[src/rtl/flag_cond_pkg.sv]
// Shared types and constants for the flag/condition unit: condition codes,
// FSM states, ALU opcode constants, flag bit positions and the flag-update decode.
package flag_cond_pkg;

  typedef enum logic [3:0] {
    COND_ALWAYS = 4'h0,
    COND_EQ     = 4'h1,
    COND_NE     = 4'h2,
    COND_MI     = 4'h3,
    COND_PL     = 4'h4,
    COND_CS     = 4'h5,
    COND_CC     = 4'h6,
    COND_VS     = 4'h7,
    COND_VC     = 4'h8,
    COND_LT     = 4'h9,
    COND_GE     = 4'hA,
    COND_LE     = 4'hB,
    COND_GT     = 4'hC,
    COND_HI     = 4'hD,
    COND_LS     = 4'hE,
    COND_NEVER  = 4'hF
  } cond_t;

  typedef enum logic {
    IDLE = 1'b0,
    EVAL = 1'b1
  } state_t;

  localparam logic [4:0] OP_SHL   = 5'b01000;
  localparam logic [4:0] OP_SHR   = 5'b01001;
  localparam logic [4:0] OP_ZERO  = 5'b10000;
  localparam logic [4:0] OP_PASSB = 5'b10011;
  localparam logic [4:0] OP_ONE   = 5'b11111;

  // Flag register layout is {O,C,S,Z}.
  localparam int FLAG_O = 3;
  localparam int FLAG_C = 2;
  localparam int FLAG_S = 1;
  localparam int FLAG_Z = 0;

  // Returns a per-flag write mask in {O,C,S,Z} order for a completing opcode.
  function automatic logic [3:0] flag_update_mask(input logic [4:0] op);
    logic [3:0] mask;
    mask = 4'b0000;
    if (op[4:3] == 2'b00) begin
      mask = 4'b1111;
    end else if (op == OP_SHL || op == OP_SHR) begin
      mask = 4'b0111;
    end else if (op == OP_ZERO) begin
      mask = 4'b0001;
    end else if (op == OP_PASSB || op == OP_ONE) begin
      mask = 4'b0000;
    end else if (op[4]) begin
      mask = 4'b0011;
    end
    return mask;
  endfunction

endpackage

[src/rtl/flag_cond_unit_cond_eval.sv]
// Combinational branch-condition evaluator: flags {O,C,S,Z} plus a condition
// code produce the taken decision.
module cond_eval
  import flag_cond_pkg::*;
(
  input  logic [3:0] flags_i,
  input  cond_t      cond_i,
  output logic       taken_o
);

  logic f_o, f_c, f_s, f_z;
  logic lt;

  assign f_o = flags_i[FLAG_O];
  assign f_c = flags_i[FLAG_C];
  assign f_s = flags_i[FLAG_S];
  assign f_z = flags_i[FLAG_Z];
  // Signed less-than: sign differs from overflow.
  assign lt  = f_s ^ f_o;

  always_comb begin
    taken_o = 1'b0;
    case (cond_i)
      COND_ALWAYS: taken_o = 1'b1;
      COND_EQ:     taken_o = f_z;
      COND_NE:     taken_o = !f_z;
      COND_MI:     taken_o = f_s;
      COND_PL:     taken_o = !f_s;
      COND_CS:     taken_o = f_c;
      COND_CC:     taken_o = !f_c;
      COND_VS:     taken_o = f_o;
      COND_VC:     taken_o = !f_o;
      COND_LT:     taken_o = lt;
      COND_GE:     taken_o = !lt;
      COND_LE:     taken_o = lt | f_z;
      COND_GT:     taken_o = !(lt | f_z);
      COND_HI:     taken_o = f_c & !f_z;
      COND_LS:     taken_o = !f_c | f_z;
      COND_NEVER:  taken_o = 1'b0;
      default:     taken_o = 1'b0;
    endcase
  end

endmodule

[src/rtl/flag_cond_unit.sv]
// Architectural flag register with ALU-driven updates and a two-state branch
// condition evaluator. Optional flag shadow register under `FLAG_SHADOW_EN.
// Handshake: a request transfers on a cycle where BR_VALID && BR_READY are both
// high at the rising edge; the requester holds BR_VALID/BR_COND stable until then.
module flag_cond_unit
  import flag_cond_pkg::*;
(
  input  logic       clk,
  input  logic       reset,
  input  logic       ALU_VALID,
  input  logic [4:0] ALU_OP,
  input  logic       O,
  input  logic       C,
  input  logic       S,
  input  logic       Z,
  input  logic       BR_VALID,
  input  logic [3:0] BR_COND,
  output logic       BR_READY,
  output logic       BR_DONE,
  output logic       BR_TAKEN,
  output logic [3:0] FLAGS,
`ifdef FLAG_SHADOW_EN
  input  logic       FLAG_SAVE,
  input  logic       FLAG_RESTORE,
`endif
  output state_t     dbg_state_o
);

  state_t     state_q, state_d;
  cond_t      cond_q, cond_d;
  logic [3:0] flags_q, flags_d;
  logic [3:0] alu_flags;
  logic [3:0] upd_mask;
  logic       accept;
  logic       cond_taken;

`ifdef FLAG_SHADOW_EN
  logic [3:0] shadow_q, shadow_d;
`endif

  assign alu_flags = {O, C, S, Z};
  assign upd_mask  = flag_update_mask(ALU_OP);

  // Stalling on ALU_VALID keeps an accepted request from racing a flag write.
  assign BR_READY = (state_q == IDLE) && !ALU_VALID && !reset;
  assign accept   = BR_VALID && BR_READY;

  always_comb begin
    flags_d = flags_q;
    if (ALU_VALID) begin
      flags_d = (flags_q & ~upd_mask) | (alu_flags & upd_mask);
    end
`ifdef FLAG_SHADOW_EN
    shadow_d = shadow_q;
    if (FLAG_RESTORE) begin
      flags_d = shadow_q;
    end else if (FLAG_SAVE) begin
      shadow_d = flags_q;
    end
`endif
  end

  always_comb begin
    state_d = state_q;
    cond_d  = cond_q;
    case (state_q)
      IDLE: begin
        if (accept) begin
          state_d = EVAL;
          cond_d  = cond_t'(BR_COND);
        end
      end
      EVAL:    state_d = IDLE;
      default: state_d = IDLE;
    endcase
  end

  always_ff @(posedge clk) begin
    if (reset) begin
      state_q <= IDLE;
      cond_q  <= COND_ALWAYS;
      flags_q <= 4'b0000;
    end else begin
      state_q <= state_d;
      cond_q  <= cond_d;
      flags_q <= flags_d;
    end
  end

`ifdef FLAG_SHADOW_EN
  always_ff @(posedge clk) begin
    if (reset) begin
      shadow_q <= 4'b0000;
    end else begin
      shadow_q <= shadow_d;
    end
  end
`endif

  // Evaluates against the registered flags, so an ALU write in EVAL lands afterwards.
  cond_eval u_cond_eval (
    .flags_i (flags_q),
    .cond_i  (cond_q),
    .taken_o (cond_taken)
  );

  assign BR_DONE     = (state_q == EVAL) && !reset;
  assign BR_TAKEN    = BR_DONE && cond_taken;
  assign FLAGS       = flags_q;
  assign dbg_state_o = state_q;

endmodule

[config.mk]
export PLATFORM = sky130hd
export DESIGN_NAME = flag_cond_unit
export DESIGN_NICKNAME = d
export VERILOG_FILES = /design/src/rtl/flag_cond_pkg.sv /design/src/rtl/flag_cond_unit_cond_eval.sv /design/src/rtl/flag_cond_unit.sv
export SDC_FILE = /design/constraint.sdc
export NUM_CORES = 1
export LEC_CHECK = 0
export ABC_AREA = 1
export BUFFER_PORTS_ARGS = -buffer_cell sky130_fd_sc_hd__clkbuf_2
export CORE_MARGIN = 2
export CORE_UTILIZATION = 41
export CTS_CLUSTER_DIAMETER = 100
export CTS_CLUSTER_SIZE = 14
export DETAILED_ROUTE_END_ITERATION = 12
export PLACE_DENSITY_LB_ADDON = 0.05
export REMOVE_ABC_BUFFERS = 1
export SYNTH_ARGS = -nofsm -noshare
export SYNTH_HDL_FRONTEND = slang
export SYNTH_SLANG_ARGS = --single-unit
[constraint.sdc]
create_clock -name clk -period 1.2 [get_ports clk]
set_input_delay 0.24 -clock clk [delete_from_list [all_inputs] [get_ports clk]]
set_output_delay 0.24 -clock clk [all_outputs]
set_load 0.02 [all_outputs]
Word level (Yosys, flattened, before mapping) --
Index checks and enable logic that the tools add are counted. Widths: inputs -> output; s select.
Cells by class: reduce and logical (&&, ||, !) cells 18, bitwise operators 9, eq/ne operators 20, mux-type cells 8
Operator list (count):
- $eq 4x4->1 const B | 8
- $eq 4x3->1 const B | 4
- $pmux 1 s16 | 1
- $eq 5x5->1 const B | 3
- $eq 5x4->1 const B | 2
- $and 4x4->4 | 2
- $eq 4x2->1 const B | 2
- $logic_not 1->1 | 8
- $mux 2 | 3
- $logic_and 1x1->1 | 5
- $eq 4x1->1 const B | 1
- $logic_not 4->1 | 1
- $mux 4 | 1
- $not 4->4 | 1
- $or 4x4->4 | 1
- $mux 3 | 1
- $logic_not 2->1 | 1
- $logic_or 1x1->1 | 2
- $or 1x1->1 | 2
- $pmux 1 s2 | 1
- $reduce_and 2->1 | 1
- $and 1x1->1 | 1
- $mux 1 | 1
- $not 1->1 | 1
- $xor 1x1->1 | 1
Word-level totals: output and inout bits 8, logic and storage cells 58, input bits 17, bits in registers 9

Logic depth before layout (Yosys ltp) --
depth in word-level cells 9, depth in mapped cells 10, depth with buffers taken out 9

Hierarchy --
Synthesis repeated with hierarchy kept, for this count alone.
Second synthesis, totals: cells, all modules 119, area, all modules 661.9 um^2
By module, submodules not included:
- flag_cond_unit | times used 1, cells each 64, sequential area each 180.2 um^2, area an instance 436.7 um^2
- cond_eval | times used 1, cells each 55, sequential area each 0.0 um^2, area an instance 225.2 um^2

Worst setup path before layout --
OpenSTA, ideal clock, no wires.
kind reg2out, from reg (tool-made name), to out BR_TAKEN, path buffers 0, required time 0.960 ns, data arrival time 1.148 ns, setup slack -0.188 ns, stages on the path, launching flop included 10, cell sequence dfxtp_1 > inv_1 > nand2_1 > and2_1 > nand2_1 > nand2_1 > nor2_1 > nand3_1 > nand2_1 > inv_1
RTL lines:
- to (decl) | line flag_cond_unit.sv:20 | output logic BR_TAKEN,

Worst setup path after layout --
from reg cond_q[1], to out BR_TAKEN
Between the ends: cells in the longest elaborated chain, start to end 3, elaborated cells between the ends (all ways) 18
Ends and longest elaborated chain:
- from (decl) | line flag_cond_unit.sv:30 | cond_t cond_q, cond_d;
- from (signal assigned) | line flag_cond_unit.sv:85 | cond_q <= cond_d;
- $eq 4x4->1, or another cell as far along | line flag_cond_unit_cond_eval.sv:23 | case (cond_i)
- $pmux 1 s16 * | line flag_cond_unit_cond_eval.sv:23
- $logic_and 1x1->1 * | line flag_cond_unit.sv:108 | assign BR_TAKEN = BR_DONE && cond_taken;
Mark *: on every way between the ends. The rest lies on a longest branch, timed or not.

==> results_tabular.tex <==
\begin{tabular}{lr}
\hline
Metric & Value \\
\hline
\multicolumn{2}{l}{\textbf{Setup path}} \\
\quad Family with the most delay on the worst path & flip-flops \\
\quad Data required time at the worst endpoint & 0.96 ns \\
\quad Worst setup EP type & primary output \\
\quad Slowest stage cell on the critical path & sky130\_fd\_sc\_hd\_\_dfxtp\_4 \\
\quad Critical path startpoint category & flip-flop \\
\quad Crit Path Category & flip-flop to primary output \\
\quad Minimum setup slack among reg-to-reg paths & 0.21 ns \\
\quad Worst path max stage delay & 0.37 ns \\
\quad Cell Chain, Critical Path & buf\_6, nor2\_4, nand2\_2, o21ai\_2, nor2\_1, nand3\_1, nand2\_1, inv\_1, clkbuf\_8 \\
\quad Number of buffer and inverter instances along the worst setup path & 3 \\
\quad Number of logic stages on the critical path including buffering & 9 \\
\quad Arr. time, crit path & 1.45 ns \\
\quad Critical Path Fanout Max & 4 \\
\quad Reg2reg path depth & 4 \\
\multicolumn{2}{l}{\textbf{Floorplanning}} \\
\quad IO Count & 25 \\
\quad Initial standard-cell utilization of the core & 42.5\% \\
\quad Area of the die & 1850 um2 \\
\quad Placeable core region & 1470 um2 \\
\quad Die Height & 43.1 um \\
\quad Row count & 14 \\
\quad Die outline width & 43.1 um \\
\multicolumn{2}{l}{\textbf{Detailed routing}} \\
\quad Via total after detailed routing & 808 \\
\quad Via-to-Cell Ratio & 4.84 \\
\quad Number of DRC markers in iteration 0 & 10 \\
\quad DRC violation count after routing & 0 \\
\quad Total wire length & 1690 um \\
\quad Router iterations before antenna repair & 4 \\
\quad Antenna-violating nets left & 0 \\
\quad WL/cell & 10.1 um \\
\multicolumn{2}{l}{\textbf{Placement}} \\
\quad Post-detail-place hpwl & 1330 um \\
\quad Final Wtd Congestion & 0.842 \\
\quad Port buffer count & 24 \\
\multicolumn{2}{l}{\textbf{Run status}} \\
\quad Failing checks & negative setup slack \\
\quad Status & finished, violations left \\
\multicolumn{2}{l}{\textbf{Clock tree}} \\
\quad CTS Buf Count & 3 \\
\quad TritonCTS clock tree & done \\
\quad H-tree lvl count & 1 \\
\quad CTS Sinks & 9 \\
\quad Clock root buffer & sky130\_fd\_sc\_hd\_\_clkbuf\_4 \\
\quad Maximum buffer depth of the clock tree & 2 \\
\quad Clock latency of the later-clocked register in the worst-skew pair & 0.26 ns \\
\quad Clock transition at the registers of the reported paths & 0.06 ns \\
\multicolumn{2}{l}{\textbf{Timing}} \\
\quad Setup slack of the critical path after layout & -0.491 ns \\
\quad Ratio of final minimum period to clock period & 141\% \\
\quad Min cycle time layout & 1.69 ns \\
\quad Final count of pins violating max slew & 0 \\
\quad Timing-limited maximum frequency & 591 MHz \\
\quad Worst slew margin relative to its limit & 85.5\% \\
\quad Actual slew at the worst max-slew pin & 0.218 ns \\
\quad Clock skew after layout & 0.00113 ns \\
\quad Final count of hold timing violations & 0 \\
\quad Unrepaired setup endpoints after global routing & true \\
\quad Hold slack & 0.206 ns \\
\quad Endpoints failing setup & 1 \\
\multicolumn{2}{l}{\textbf{Cells and area}} \\
\quad Number of nets in the final layout & 169 \\
\quad Final antenna diode count & 0 \\
\quad Commonest cells after routing, fill and taps aside & sky130\_fd\_sc\_hd\_\_nand2\_1 (25), sky130\_fd\_sc\_hd\_\_clkbuf\_2 (21), sky130\_fd\_sc\_hd\_\_inv\_1 (14), sky130\_fd\_sc\_hd\_\_buf\_4 (14) \\
\quad Synthesis-to-layout area growth & 59.4\% \\
\quad Total of fill cells in the finished design & 140 \\
\quad Commonest non-fill, non-tap cell in the layout & sky130\_fd\_sc\_hd\_\_nand2\_1 \\
\quad Fraction of layout cells with a size suffix above 1 & 46.4\% \\
\multicolumn{2}{l}{\textbf{Power and ir drop}} \\
\quad Total leakage power & 0.520 nW \\
\quad Pwr/cell area & 861 nW/um2 \\
\quad Total power consumption of the routed design & 0.858 mW \\
\quad Worst ir drop on vdd & 0.000471 V \\
\multicolumn{2}{l}{\textbf{Hold path}} \\
\quad Worst hold stages & 3 \\
\quad Worst hold-check path type & input pin to flip-flop \\
\multicolumn{2}{l}{\textbf{Yosys}} \\
\quad Count of state elements after synthesis & 9 \\
\quad Total number of yosys warnings & 0 \\
\quad Syn Area/Cell & 5.85 um2 \\
\quad Synthesized area & 626 um2 \\
\quad Cell count after synthesis & 107 \\
\quad Arithmetic-cell share of the synthesized area counting full adders, half adders and majority gates & 0\% \\
\quad Main combinational cell family by area after synthesis & simple AND/OR/NAND/NOR gates \\
\quad Post-synthesis simple-gate area fraction & 45.8\% \\
\quad Post-synthesis sequential area ratio & 28.8\% \\
\quad Fraction of synthesized cell area in xor and xnor cells & 0\% \\
\quad Compound-gate portion of the synthesized area & 12.8\% \\
\quad Post-synth cell types & 16 \\
\quad Share of synthesized area spent on multiplexers & 0\% \\
\multicolumn{2}{l}{\textbf{Global routing}} \\
\quad Initial antenna violation count & 0 \\
\quad Via count of the first global-routing pass & 727 \\
\quad First-pass GRT wire length & 2950 um \\
\quad Maximum number of pins on one net before global-route repair & 10 \\
\quad Sum of overflow across all layers after global routing & 0 \\
\quad GRT Total Usage & 21.2\% \\
\multicolumn{2}{l}{\textbf{Job}} \\
\quad Max-cap violation count & 0 \\
\hline
\end{tabular}
worst min-delay path, delay by kind of cell:
family	cells	cell delay (ns)
buffers and inverters	1	0.08
AND/OR/NAND/NOR	1	0.08
AO/OA/AOI/OAI	1	0.03
where the power goes:
part | switching (mW) | internal, mW | leakage [nW]
Combinational | 0.145 | 0.135 | 0.428
Sequential | 0.0229 | 0.318 | 0.0772
Clock | 0.110 | 0.128 | 0.0150
Total | 0.278 | 0.580 | 0.520
metrics by stage:
| step | TNS (ns) | util (%) | cell area [um2] | instances | setup WS, ns |
|---|---|---|---|---|---|
| floorplan | -0.707 | - | 614 | 106 | -0.188 |
| global placement | -0.235 | 59.4 | 875 | 162 | -0.235 |
| detailed placement | -0.247 | 59.4 | 875 | 162 | -0.247 |
| CTS | -0.453 | 65.3 | 961 | 167 | -0.453 |
| global route | -0.603 | 67.8 | 997 | 167 | -0.568 |
| finish | -0.491 | 67.8 | 997 | 167 | -0.491 |
cell usage after synthesis, drive strengths merged:
cell    count  area (um2)
a21oi       8        40.0
and2        1        6.26
buf         1        11.3
dfxtp       9         180
inv        18        67.6
nand2      30         113
nand3      12        65.1
nand3b      1        7.51
nand4       5        31.3
nor2       13        53.8
nor3        1        10.0
o21ai       8        40.0
cell families (layout without fill, tap and decap cells):
family | after synthesis | count (layout)
AND/OR/NAND/NOR | 63 | 63
buffers and inverters | 19 | 63
AO/OA/AOI/OAI | 16 | 16
flip-flops | 9 | 9
layout make-up:
class / instances / area (um2) / area share, %
clock buffers: 4 / 26.3 / 2.63
inverters: 18 / 70.1 / 7.03
multi-input cells: 79 / 410 / 41.2
flip-flops and latches: 9 / 194 / 19.4
well taps: 16 / 20.0 / 2.01
repair buffers: 41 / 277 / 27.7
repair_timing:
item,in CTS,in global routing
resized for setup,21,14
pin swaps,7,6
endpoints found under the setup margin,3,4
buffers inserted,1,0
hold buffers,0,0
path summary, 6_finish.rpt:
kind / startpoint / endpoint
setup / recovery: cond_q[1] / BR_TAKEN
hold / removal: S / flip-flop
setup reg to reg: dbg_state_o / cond_q[2]
hold reg to reg: cond_q[3] / cond_q[3]
layer usage:
| metal | share of wire (%) | track usage [%] |
|---|---|---|
| met1 | 45 | 26.0 |
| met2 | 51 | 37.0 |
| met3 | 3.1 | 2.55 |
| met4 | 0.53 | 9.09 |
| met5 | 0 | 0 |
Note: power is estimated with default switching activity, not from simulation.
